$ cat config.mk
export PLATFORM = sky130hd
export DESIGN_NAME = renkon_pool_maxn_flat
export DESIGN_NICKNAME = d
export VERILOG_FILES = /design/src/rtl/renkon_pool_maxn_if.sv /design/src/rtl/renkon_pool_maxn.sv /design/src/flat_wrapper.sv
export SDC_FILE = /design/constraint.sdc
export NUM_CORES = 1
export LEC_CHECK = 0
export CORE_MARGIN = 4
export CORE_UTILIZATION = 55
export DETAILED_ROUTE_END_ITERATION = 8
export MAX_ROUTING_LAYER = met4
export PLACE_DENSITY = 0.91
export SYNTH_ARGS = -nofsm -noshare
export SYNTH_HDL_FRONTEND = slang
export SYNTH_SLANG_ARGS = --single-unit
$ cat constraint.sdc
create_clock -name clk -period 8 [get_ports clk]
set_input_delay 1.6 -clock clk [delete_from_list [all_inputs] [get_ports clk]]
set_output_delay 1.6 -clock clk [all_outputs]
set_load 0.02 [all_outputs]
$ cat src/rtl/renkon_pool_maxn_if.sv
// Stream bus for the max-pooling block: element input, pooled result output.
interface renkon_pool_maxn_if #(
  parameter int DWIDTH   = 16,
  parameter int CHANNELS = 4
);
  logic                         clear;
  logic                         relu_en;
  logic                         in_valid;
  logic [CHANNELS*DWIDTH-1:0]   in_data;
  logic                         out_valid;
  logic [CHANNELS*DWIDTH-1:0]   out_data;
  logic                         busy;

  modport master (
    output clear, relu_en, in_valid, in_data,
    input  out_valid, out_data, busy
  );

  modport slave (
    input  clear, relu_en, in_valid, in_data,
    output out_valid, out_data, busy
  );
endinterface

$ cat src/rtl/renkon_pool_maxn.sv
// KSIZE x KSIZE signed max pooling over CHANNELS lanes with a shared
// window counter, optional ReLU clamp and single-cycle result pulse.

// One lane: running signed maximum plus the held pooled result.
module renkon_pool_maxn_lane #(
  parameter int DWIDTH = 16
) (
  input  logic                     clk,
  input  logic                     rst,
  input  logic                     first,
  input  logic                     upd,
  input  logic                     last,
  input  logic                     relu,
  input  logic signed [DWIDTH-1:0] din,
  output logic signed [DWIDTH-1:0] dout
);
  logic signed [DWIDTH-1:0] acc;
  logic signed [DWIDTH-1:0] mx;

  // max including the element arriving this cycle; used for both update and result
  assign mx = (din > acc) ? din : acc;

  // accumulate the window maximum; capture (clamped) result on the last element
  always_ff @(posedge clk) begin
    if (rst) begin
      acc  <= '0;
      dout <= '0;
    end else begin
      if (first)    acc <= din;
      else if (upd) acc <= mx;
      if (last)     dout <= (relu && mx[DWIDTH-1]) ? '0 : mx;
    end
  end
endmodule

module renkon_pool_maxn #(
  parameter int DWIDTH   = 16,
  parameter int KSIZE    = 3,
  parameter int CHANNELS = 4
) (
  input  logic               clk,
  input  logic               rst,
  renkon_pool_maxn_if.slave  bus
);
  localparam int KK = KSIZE * KSIZE;
  localparam int CW = $clog2(KK);
  localparam logic [CW-1:0] LASTC = CW'(KK - 1);

  typedef enum logic {IDLE, ACC} state_t;

  state_t                            state;
  logic [CW-1:0]                     cnt;
  logic                              relu_q;
  logic                              vld_q;
  logic                              accept, first, upd, last;
  logic [CHANNELS-1:0][DWIDTH-1:0]   res;

  // clear wins over in_valid: a cleared element never reaches the lanes
  assign accept = bus.in_valid & ~bus.clear;
  assign first  = accept & (state == IDLE);
  assign upd    = accept & (state == ACC);
  assign last   = upd & (cnt == LASTC);

  // window control: state, element count, relu latch and result pulse
  always_ff @(posedge clk) begin
    if (rst) begin
      state  <= IDLE;
      cnt    <= '0;
      relu_q <= 1'b0;
      vld_q  <= 1'b0;
    end else begin
      vld_q <= last;
      if (bus.clear) begin
        state <= IDLE;
        cnt   <= '0;
      end else if (bus.in_valid) begin
        if (state == IDLE) begin
          state  <= ACC;
          cnt    <= CW'(1);
          relu_q <= bus.relu_en;
        end else if (last) begin
          state <= IDLE;
          cnt   <= '0;
        end else begin
          cnt <= cnt + CW'(1);
        end
      end
    end
  end

  for (genvar c = 0; c < CHANNELS; c++) begin : g_lane
    renkon_pool_maxn_lane #(.DWIDTH(DWIDTH)) u_lane (
      .clk  (clk),
      .rst  (rst),
      .first(first),
      .upd  (upd),
      .last (last),
      .relu (relu_q),
      .din  (bus.in_data[c*DWIDTH +: DWIDTH]),
      .dout (res[c])
    );
  end

  assign bus.out_data  = res;
  assign bus.out_valid = vld_q;
  assign bus.busy      = (state == ACC);
endmodule

$ cat src/flat_wrapper.sv
// flat-port wrapper written by rule: the top's interface ports become plain ports
module renkon_pool_maxn_flat 
#(
  parameter int DWIDTH   = 16,
  parameter int KSIZE    = 3,
  parameter int CHANNELS = 4
)
  (clk, rst, bus_clear, bus_relu_en, bus_in_valid, bus_in_data, bus_out_valid, bus_out_data, bus_busy);
  renkon_pool_maxn_if #(.DWIDTH(DWIDTH), .CHANNELS(CHANNELS)) bus_i ();
  input  logic clk;
  input  logic rst;
  input wire logic [$bits(bus_i.clear)-1:0] bus_clear;
  input wire logic [$bits(bus_i.relu_en)-1:0] bus_relu_en;
  input wire logic [$bits(bus_i.in_valid)-1:0] bus_in_valid;
  input wire logic [$bits(bus_i.in_data)-1:0] bus_in_data;
  output wire logic [$bits(bus_i.out_valid)-1:0] bus_out_valid;
  output wire logic [$bits(bus_i.out_data)-1:0] bus_out_data;
  output wire logic [$bits(bus_i.busy)-1:0] bus_busy;
  assign bus_i.clear = bus_clear;
  assign bus_i.relu_en = bus_relu_en;
  assign bus_i.in_valid = bus_in_valid;
  assign bus_i.in_data = bus_in_data;
  assign bus_out_valid = bus_i.out_valid;
  assign bus_out_data = bus_i.out_data;
  assign bus_busy = bus_i.busy;
  renkon_pool_maxn #(.DWIDTH(DWIDTH), .KSIZE(KSIZE), .CHANNELS(CHANNELS)) u_core (.clk(clk), .rst(rst), .bus(bus_i));
endmodule
# == Yosys cells after proc, flatten, opt, wreduce, memory -nomap -nowiden ==
# Cells that the tools add are included.
# W data, S select, Z words.
# totals
register_bits,135
in_bits,69
output_inout_bits,66
word_cells,51
# classes
n_addsub,1
order_cmp,4
eq_ne,1
mux,20
bitwise,6
n_reduce_logical,7
# ops
op,n
$mux W16,16
$gt A16 B16 Y1,4
$mux W4,2
$add A4 B1 Y4 const B,1
$and A1 B1 Y1,4
$eq A4 B4 Y1 const B,1
$logic_and A1 B1 Y1,4
$reduce_and A3 Y1,1
$mux W1,2
$not A1 Y1,2
$reduce_bool A2 Y1,1
$reduce_or A2 Y1,1

# == Depth between registers and ports, before layout ==
# depth
word_depth,6
mapped_depth,13
ltp_nobuf,10

# == Modules after synthesis ==
# A second synthesis with hierarchy kept.
# unflattened
cells_unflattened,1014
area_unflattened_um2,8847.2
# modules_own_cells
mod,instances,cells_per_inst,area_each_um2,seq_area_each_um2
renkon_pool_maxn_lane,4,244,2122.0,640.6
renkon_pool_maxn,1,38,359.1,140.1

# == Worst setup path after synthesis ==
# Ideal clock, no wire load.
# synth_path
path_type,in2reg
start,input port bus_in_data[11]
end,register u_core.g_lane[0].u_lane.dout[10]
setup_ns,0.067
arrival_time_ns,3.928
required_ns,7.933
path_slack_ns,4.004
stages,11
n_path_buf,2
path_cell_list,ha_1 > a21oi_1 > o21a_1 > o2bb2ai_1 > or4_1 > a22o_1 > buf_6 > mux2_4 > a211o_1 > buf_6 > o21ai_2
# synth_via
elab_chain_cells,4
# synth_rtl
item,line,source
"start, declared",flat_wrapper.sv:15,input wire logic [$bits(bus_i.in_data)-1:0] bus_in_data;
$gt A16 B16 Y1 *,renkon_pool_maxn.sv:21,assign mx = (din > acc) ? din : acc;
$mux W16 *,renkon_pool_maxn.sv:21,
$logic_and A1 B1 Y1,renkon_pool_maxn.sv:31,if (last) dout <= (relu && mx[DWIDTH-1]) ? '0 : mx;
$mux W16 *,renkon_pool_maxn.sv:31,
"end signal, assigned",renkon_pool_maxn.sv:31,
"end, declared",renkon_pool_maxn.sv:15,output logic signed [DWIDTH-1:0] dout
# Mark *: on every way between the ends. The rest lies on a longest branch, timed or not.
# A chain may end at the register's enable or synchronous reset.

# == Final worst setup path ==
# layout_path
start,input port bus_in_data[63]
end,register u_core.g_lane[3].u_lane.dout[0]
# layout_via
elab_chain_cells,4
# layout_rtl
item,line
$gt A16 B16 Y1,renkon_pool_maxn.sv:21
$mux W16 *,renkon_pool_maxn.sv:21
$logic_and A1 B1 Y1,renkon_pool_maxn.sv:31
$mux W16 *,renkon_pool_maxn.sv:31
"end signal, assigned",renkon_pool_maxn.sv:31
"end, declared",renkon_pool_maxn.sv:15
# Marked as above.

==> impl_metrics.py <==
metrics = {
    "cts": {
        "cts_buffers": 17,
        "cts_sinks": 135,
        "ctsResizeCount": 0,
        "cts_hold_buf": 0,
        "htree_levels": 4,
        "clock-root-buffer": "clkbuf_16",
        "insertion_delay_ns": 0.42,
        "postCtsSetupRepairBufs": 0,
        "cts_tree": "built",
        "clockBufferDepth": 2,
        "clk_pin_slew_ns": 0.06,
    },
    "drt": {
        "num_vias": 5923,
        "first_pass_iters": 5,
        "via_per_inst": 5.484,
        "drcViolationCount": 0,
        "drtIter0Drc": 341,
        "detail-route-antenna-nets": 0,
        "post_drt_wl_per_cell_um": 15.90,
        "wl_um": 17170,
    },
    "logic_synthesis": {
        "synthMuxAreaShare_pct": 17.87,
        "synthAdderAreaFrac_pct": 11.57,
        "synthSimpleGateAreaFrac_pct": 13.13,
        "synth_compound_area_share_pct": 13.13,
        "synth_xor_area_share_pct": 0,
        "synth_top_family_by_area": "multiplexers",
        "seq_area_frac_synth_pct": 37.87,
        "syn_nets": 914,
        "synth_area_um2": 7136,
        "synthDistinctLibCells": 46,
        "synthCells": 779,
        "ys_seq_elements": 135,
        "synth_area_per_cell_um2": 9.160,
        "ys_warn_count": 0,
    },
    "power": {
        "p_comb_share_pct": 15.1,
        "p_int_uw": 1280,
        "clockPowerShare_pct": 43.9,
        "irDropWorstVdd_v": 0.0001698,
        "power_switching_uw": 435.2,
        "seq_power_share_pct": 41.1,
        "switching_share_pct": 25.37,
        "p_per_area_nw_per_um2": 188.9,
        "leakagePower_uw": 0.003782,
    },
    "sta": {
        "hold_viol_final": 0,
        "timing.slew.headroom_pct": 18.72,
        "tightest_slew_ns": 1.219,
        "fin_ws_ns": 2.843,
        "maxSlewViolCount": 0,
        "tns_ns": 0,
        "setup_viol": 0,
        "rsz0062_at_grt": "no",
        "skew_ns": 0.008409,
        "fin_crit_sh_pct": 64.46,
        "period_needed_ns": 5.157,
        "max_freq_mhz": 193.9,
    },
    "floorplan": {
        "num_rows": 41,
        "die_x_um": 121.9,
        "core_area_um2": 12670,
        "io_pins": 135,
        "die_area_um2": 14860,
        "die_h_um": 121.9,
        "start_util_pct": 56.31,
    },
    "worst_setup_path": {
        "crit_slowest_cell": "a22o_1",
        "slowest_delay_ns": 0.84,
        "path_max_fanout": 18,
        "worstSetupStartpointType": "primary input",
        "r2r-end": "u_core.g_lane[3].u_lane.dout[0]",
        "crit_type": "in -> reg",
        "reg2reg_slack_ns": 4.11,
        "reg2regPathDepth": 10,
        "worstPathArrival_ns": 5.49,
        "crit_chain": "clkdlybuf4s50_1, ha_1, nand4_1, nor4_1, a21boi_2, or4_1, a22o_1, mux2_4, a211o_1, o21ai_0",
        "cp-end-kind": "register",
        "r2r-start": "u_core.g_lane[3].u_lane.acc[14]",
        "cp_data_required_time_ns": 8.33,
    },
    "finish": {
        "drive_above_1_share_pct": 9.802,
        "num_antenna_cells": 0,
        "fin_nets": 1030,
        "fin_cells": 1080,
        "fillerInstances": 969,
        "syn_to_final_growth_pct": 27.23,
        "postLayoutCoreUtil_pct": 71.65,
    },
    "placement": {
        "dp_hpwl_um": 11790,
        "port-buffer-count": 134,
        "gp_congestion": 0.7942,
        "dp.cells": 1048,
        "pre_cts_ws_ns": 2.410,
    },
    "hold_path": {
        "holdPathStages": 2,
        "hp-class": "reg -> reg",
        "hold_end": "u_core.g_lane[2].u_lane.dout[9]",
        "worstHoldStart": "u_core.g_lane[2].u_lane.dout[9]",
    },
    "global_route": {
        "grt_antenna_before_repair": 0,
        "grt_remaining_overflow": 0,
        "grt_util_all_layers_pct": 24.24,
        "grt_max_degree": 47,
        "grt_pass1_wl_um": 28000,
        "grt_pass1_vias": 5949,
    },
    "run_status": {
        "outcome": "finished, final reports clean",
    },
    "job": {
        "maxCapViolations": 0,
    },
}
## Yosys cell counts, drive strengths merged
cell type	instances	area share, %
dfxtp	135	38
mux2i	106	15
nor2	77	4.1
nand2	75	4.0
inv	68	3.6
ha	66	12
o21ai	53	5.3
a21oi	42	3.0
clkbuf	23	1.2
nand3	23	1.6
mux2	18	3.0
buf	16	1.6
nand4	8	0.70
a22o	7	0.86
a21o	6	0.63
and3	4	0.35
and4	4	0.49
nor2b	4	0.35
o211ai	4	0.42
a211o	3	0.37
a21boi	3	0.37
nand2b	3	0.26
nor3	3	0.21
nor4	3	0.44
o21a	3	0.32
o2bb2ai	3	0.37
o41ai	3	0.37
or4	3	0.32
a221o	2	0.28
o21bai	2	0.21
or3	2	0.18
a211oi	1	0.11
a22oi	1	0.11
a32oi	1	0.12
a41o	1	0.14
nor3b	1	0.11
o31a	1	0.12
or2	1	0.088
## placed cells by master (no fill, tap or decap), types with 15 or more instances in the layout
master           synthesis  final
o21ai_2                 31     31
clkdlybuf4s50_1          0    133
inv_1                   68     68
mux2i_1                106    106
dfxtp_1                135    135
o21ai_0                 22     22
nand3_1                 23     23
nand2_1                 74     74
clkbuf_16                0     17
a21oi_1                 41     41
ha_1                    66     66
nor2_1                  77     76
mux2_2                  15     15
## critical path, delay by kind of cell
kind                     cells  cell delay (ns)
AND/OR/NAND/NOR              3             0.71
AO/OA/AOI/OAI                4             1.98
adder cells (fa/ha/maj)      1             0.34
buffers and inverters        1             0.48
multiplexers                 1             0.36
## metal layers
| metal | vias up | global-route usage [%] | part of all wire (%) |
|---|---|---|---|
| met5 | - | - | 0 |
| met4 | 0 | 7.003 | 1.3 |
| met3 | 22 | 6.267 | 6.1 |
| met2 | 153 | 40.37 | 49 |
| met1 | 2804 | 29.09 | 44 |
| li1 | 2944 | - | - |
## state kept, by name (all words and copies together), names as in the netlist, named ones only
name,cells
u_core.bus.busy,1
u_core.bus.out_valid,1
u_core.cnt,4
u_core.g_lane.u_lane.acc,60
u_core.g_lane.u_lane.dout,64
u_core.relu_q,1
## worst max path at each step
stage,startpoint,endpoint,cells past startpoint
final,bus_in_data[63],u_core.g_lane[3].u_lane.dout[0],10
after global routing,bus_in_data[62],u_core.g_lane[3].u_lane.dout[0],10
after CTS,bus_in_data[62],u_core.g_lane[3].u_lane.dout[0],10
after detailed placement,bus_in_data[61],u_core.g_lane[3].u_lane.dout[0],10
after global placement,bus_in_data[62],u_core.g_lane[3].u_lane.dout[0],10
after floorplan,bus_in_data[11],u_core.g_lane[0].u_lane.dout[10],11
## cell type report
type,instances,area [um^2],share of cell area (%)
well taps,172,215.2,2.370
flip-flops and latches,135,2703,29.77
clock buffers,24,501.7,5.526
multi-input cells,537,3983,43.87
inverters,68,255.2,2.811
repair buffers,136,1351,14.88
clock inverters,8,70.07,0.7718
## power by group through the flow
stage | logic, uW | registers, uW | clock network [uW]
after floorplan | 178 | 714 | 0
after detailed placement | 253 | 718 | 0
final | 259 | 704 | 752
after CTS | 259 | 704 | 760
after global routing | 284 | 706 | 792
after global placement | 246 | 717 | 0
## cells by family after synthesis
logic type | after synthesis
fa+ha+maj | 66
buf+inv | 107
mux | 124
compound gates | 136
simple gates | 211
flops | 135
## per-stage QoR
step           cell area [um^2]  total power (uW)  hold slack [ns]
2_1_floorplan              7136             892.1           0.4604
3_3_place_gp               8507             962.6           0.4337
3_5_place_dp               8507             971.1           0.4439
4_1_cts                    9079              1723           0.4523
5_1_grt                    9079              1782           0.4728
6_report                   9079              1715           0.4514
Power figures use the tool's default switching activity.
==> RTL edit 1, RTL diff (same flow settings) <==
`CHANNELS` is set to 4 in 3 places; all go to 3.
--- a/src/rtl/renkon_pool_maxn_if.sv
+++ b/src/rtl/renkon_pool_maxn_if.sv
@@ -3,3 +3,3 @@
   parameter int DWIDTH   = 16,
-  parameter int CHANNELS = 4
+  parameter int CHANNELS = 3
 );
--- a/src/rtl/renkon_pool_maxn.sv
+++ b/src/rtl/renkon_pool_maxn.sv
@@ -38,3 +38,3 @@
   parameter int KSIZE    = 3,
-  parameter int CHANNELS = 4
+  parameter int CHANNELS = 3
 ) (
--- a/src/flat_wrapper.sv
+++ b/src/flat_wrapper.sv
@@ -5,3 +5,3 @@
   parameter int KSIZE    = 3,
-  parameter int CHANNELS = 4
+  parameter int CHANNELS = 3
 )
Interface: changed (resized bus_in_data and bus_out_data); port bits go from 135 to 103. The function was not compared with the original's and may differ.
==> RTL edit 1 against the unedited design <==
Cell area shrank 24%. Synthesized cell count decreased by 20%. Worst setup slack better by 0.47 ns. Non-clock buffer count is 30 lower. Clock skew increased by 0.0027 ns. Sequential power fell by 24%. Area after synthesis is 22% lower. Wire length decreased by 16%. Sequential cell count decreased by 32. Utilization is 1.7 points lower. Power is 35% lower.
==> RTL edit 1: results (changes against the unedited design) <==
worst_ir_drop_vdd_mv: 0.1101  # was 0.1698 mV
ys_seq_area_share_pct: 36.88  # was 37.87%
via_count: 4982  # was 5,923
global_route_wire_length_before_repair_um: 24160  # was 28,000 um
status: "completed"  # unchanged
rr_endpoint: "u_core.g_lane[0].u_lane.dout[2]$_SDFFE_PP0P_"  # was u_core.g_lane[3].u_lane.dout[0]$_SDFFE_PP0P_
cell_types_with_the_largest_area_share_after_synthesis: "dfxtp_1 (37%), mux2i_1 (14%), ha_1 (11%)"  # was dfxtp_1 (38%), mux2i_1 (15%), ha_1 (12%)
worst-endpoint-arrival_ns: 4.93  # was 5.49 ns
clk_root_buffer_cell: "clkbuf_8"  # was clkbuf_16
r2r_slack_ns: 4.59  # was 4.11 ns
critical_path.max_fanout: 17  # was 18
finalClockSkew_ns: 0.01113  # was 0.008409 ns
clock_insertion_delay_worst_skew_ns: 0.38  # was 0.42 ns
tritoncts.num_buffers: 9  # was 17
transition_time_of_the_tightest_slew_check_pin_ns: 1.198  # was 1.219 ns
route.final.wire_length_um: 14440  # was 17,170 um
fillcell_total: 784  # was 969
dpl_cell_area_um2: 6643  # was 8507 um^2
largestRegisters: "u_core.g_lane.u_lane.dout: 48 flops, u_core.g_lane.u_lane.acc: 45 flops, u_core.cnt: 4 flops"  # was u_core.g_lane.u_lane.dout: 64 flops, u_core.g_lane.u_lane.acc: 60 flops, u_core.cnt: 4 flops
clkSlewWorstSetupHoldPaths_ns: 0.10  # was 0.06 ns
cp-startpoint: "bus_in_data[15]"  # was bus_in_data[63]
worst_reg2reg_path_length_in_cells: 8  # was 10
synth_fp_nets: 728  # was 914
leakage_nw: 2.695  # was 3.782 nW
hold-path-endpoint: "u_core.g_lane[0].u_lane.dout[6]$_SDFFE_PP0P_"  # was u_core.g_lane[2].u_lane.dout[9]$_SDFFE_PP0P_
synth-adder-area-share_pct: 11.19  # was 11.57%
[RTL edit 1: kinds of logic after synthesis]
logic type / after synthesis
buffers and inverters: 87
adders and majority gates: 50
and+or+nand+nor: 162
DFF: 103
AOI/OAI and AO/OA: 142
muxes: 81
[RTL edit 1: critical path: stages]
cell,delay (ns)
clkdlybuf4s50_1,0.47
ha_1,0.36
nand4_1,0.22
a2111o_1,0.46
and4b_4,0.24
nor2_4,0.55
mux2i_2,0.83
o31ai_1,0.19
[RTL edit 1: per-stage QoR]
| step | instances | hold WS (ns) | worst slack (ns) | power [W] | util [%] |
|---|---|---|---|---|---|
| 2_1_floorplan | 625 | 0.4664 | 4.143 | 0.0006907 | - |
| 3_3_place_gp | 832 | 0.4331 | 3.124 | 0.0007420 | 67.65 |
| 3_5_place_dp | 832 | 0.4378 | 2.939 | 0.0007539 | 67.65 |
| 4_1_cts | 848 | 0.4611 | 3.335 | 0.001122 | 69.97 |
| 5_1_grt | 848 | 0.4751 | 3.139 | 0.001169 | 69.97 |
| 6_report | 848 | 0.4592 | 3.309 | 0.001119 | 69.97 |
[RTL edit 1: power breakdown]
part / switching [W] / internal [W]
Sequential: 0.0000115 / 0.000525
Clock: 0.000193 / 0.000180
Combinational: 0.000114 / 0.0000959
[RTL edit 1: layout make-up]
type | count | share of cell area, %
Clock buffer | 9 | 1.803
Clock inverter | 7 | 1.512
Inverter | 55 | 3.005
Multi-Input combinational cell | 435 | 46.02
Sequential cell | 103 | 30.01
Tap cell | 133 | 2.422
Timing Repair Buffer | 106 | 15.22
[RTL edit 1: routing by layer]
metal	share of wire, %	up-vias	GRT usage (%)
met5	0	-	-
met4	2.0	0	10.37
met3	6.1	33	4.204
met2	51	170	46.12
met1	41	2383	29.76
li1	-	2396	-
==> RTL edit 2, RTL diff (same flow settings) <==
Without the edit above. One comparison of `cnt` changes from == to >=.
--- a/src/rtl/renkon_pool_maxn.sv
+++ b/src/rtl/renkon_pool_maxn.sv
@@ -61,3 +61,3 @@
   assign upd    = accept & (state == ACC);
-  assign last   = upd & (cnt == LASTC);
+  assign last   = upd & (cnt >= LASTC);
 
Formal check against the unedited RTL: no difference found for any inputs over 10 cycles, from zero or initial values and one cycle with rst high; that may be too few to reach the edited logic, so the function may still have changed.
==> RTL edit 2 against the unedited design <==
Cell area rose by 4.6%. Clock skew down 0.0014 ns. Sequential cell count is the same. Utilization shrank 0.25 points. Area after synthesis is 4.9% higher. Count of clock-buffer cells in the layout decreased by 6. Non-clock buffer count increased by 3. Power grew 6.3%. Wire length rose by 13%. Final cell count is 8.0% higher. Combinational power is 2% higher. Worst setup slack better by 0.70 ns.
==> RTL edit 2: results (changes against the unedited design) <==
status: "completed"  # unchanged
synth_area_in_compound_gates_pct: 23.37  # was 13.13%
global_route.usage.met2_pct: 41.98  # was 40.37%
synth.mux.area_fraction_pct: 8.290  # was 17.87%
finalNonFillerCells: 1166  # was 1,080
post_synth_num_cell_types: 62  # was 46
top_delay_family_on_crit_path: "buffers and inverters"  # was compound AO/OA/AOI/OAI gates
worst-endpoint-arrival_ns: 4.79  # was 5.49 ns
pwr-share-clk_pct: 47.1  # was 43.9%
grt_pass1_vias: 6782  # was 5,949
cp_num_buf_inv: 3  # was 1
wire_length_on_met2_um: 9327  # was 8356 um
fillcell_total: 979  # was 969
fraction_of_area_in_multi_input_gates_pct: 44.95  # was 43.87%
grt_use_met3_pct: 5.060  # was 6.267%
ys_seq_area_share_pct: 36.10  # was 37.87%
grt.total_usage_pct: 25.40  # was 24.24%
worstReg2RegStart: "u_core.g_lane[2].u_lane.acc[13]$_SDFFE_PP0P_"  # was u_core.g_lane[3].u_lane.acc[14]$_SDFFE_PP0P_
place.detailed.instances: 1134  # was 1,048
nNonClkInverters: 76  # was 68
pwr-share-comb_pct: 14.5  # was 15.1%
synthesis.area_per_instance_um2: 8.614  # was 9.160 um^2
synth-adder-area-share_pct: 11.03  # was 11.57%
cpPeakStageDelay_ns: 0.77  # was 0.84 ns
power.switching_w: 0.0004644  # was 0.0004352 W
dpl_cell_area_um2: 8848  # was 8507 um^2
hp-start: "u_core.g_lane[0].u_lane.dout[9]$_SDFFE_PP0P_"  # was u_core.g_lane[2].u_lane.dout[9]$_SDFFE_PP0P_
cp-startpoint: "bus_in_valid"  # was bus_in_data[63]
leakage_nw: 3.659  # was 3.782 nW
worst_ir_drop_vdd_mv: 0.1564  # was 0.1698 mV
fin_area_um2: 9493  # was 9079 um^2
nMultiInputCombCells: 608  # was 537
drt-vias-per-instance: 5.818  # was 5.484
share_of_final_layout_standard_cells_stronger_than_drive_strength_1_pct: 7.879  # was 9.802%
detailedRoute.firstIterationViolations: 651  # was 341
routedLengthMet1_um: 8361  # was 7540 um
route.final.wire_length_um: 19330  # was 17,170 um
grt_max_degree: 73  # was 47
finalClockSkew_ns: 0.007057  # was 0.008409 ns
clock_cell_area_share_pct: 6.788  # was 6.298%
global_route_wire_length_before_repair_um: 32120  # was 28,000 um
## RTL edit 2: cell types whose count changed in the layout (fill, tap and decap cells not counted), moves of 8 or more
cell,unedited run,this run
nand3_1,23,43
mux2_2,15,0
o21ai_0,22,44
o21ai_2,31,2
mux2i_1,106,62
o31ai_2,0,9
a21oi_1,41,117
inv_1,68,76
nor2_1,76,45
o31ai_1,0,50
## RTL edit 2: worst paths after layout
path,end,slack [ns],cells past startpoint
worst min-delay path,u_core.g_lane[0].u_lane.dout[9]$_SDFFE_PP0P_,0.45,2
worst max register to register,u_core.g_lane[2].u_lane.acc[6]$_SDFFE_PP0P_,4.93,9
worst max-delay path,u_core.g_lane[0].u_lane.dout[7]$_SDFFE_PP0P_,3.54,7
worst min register to register,u_core.g_lane[0].u_lane.dout[9]$_SDFFE_PP0P_,0.45,2
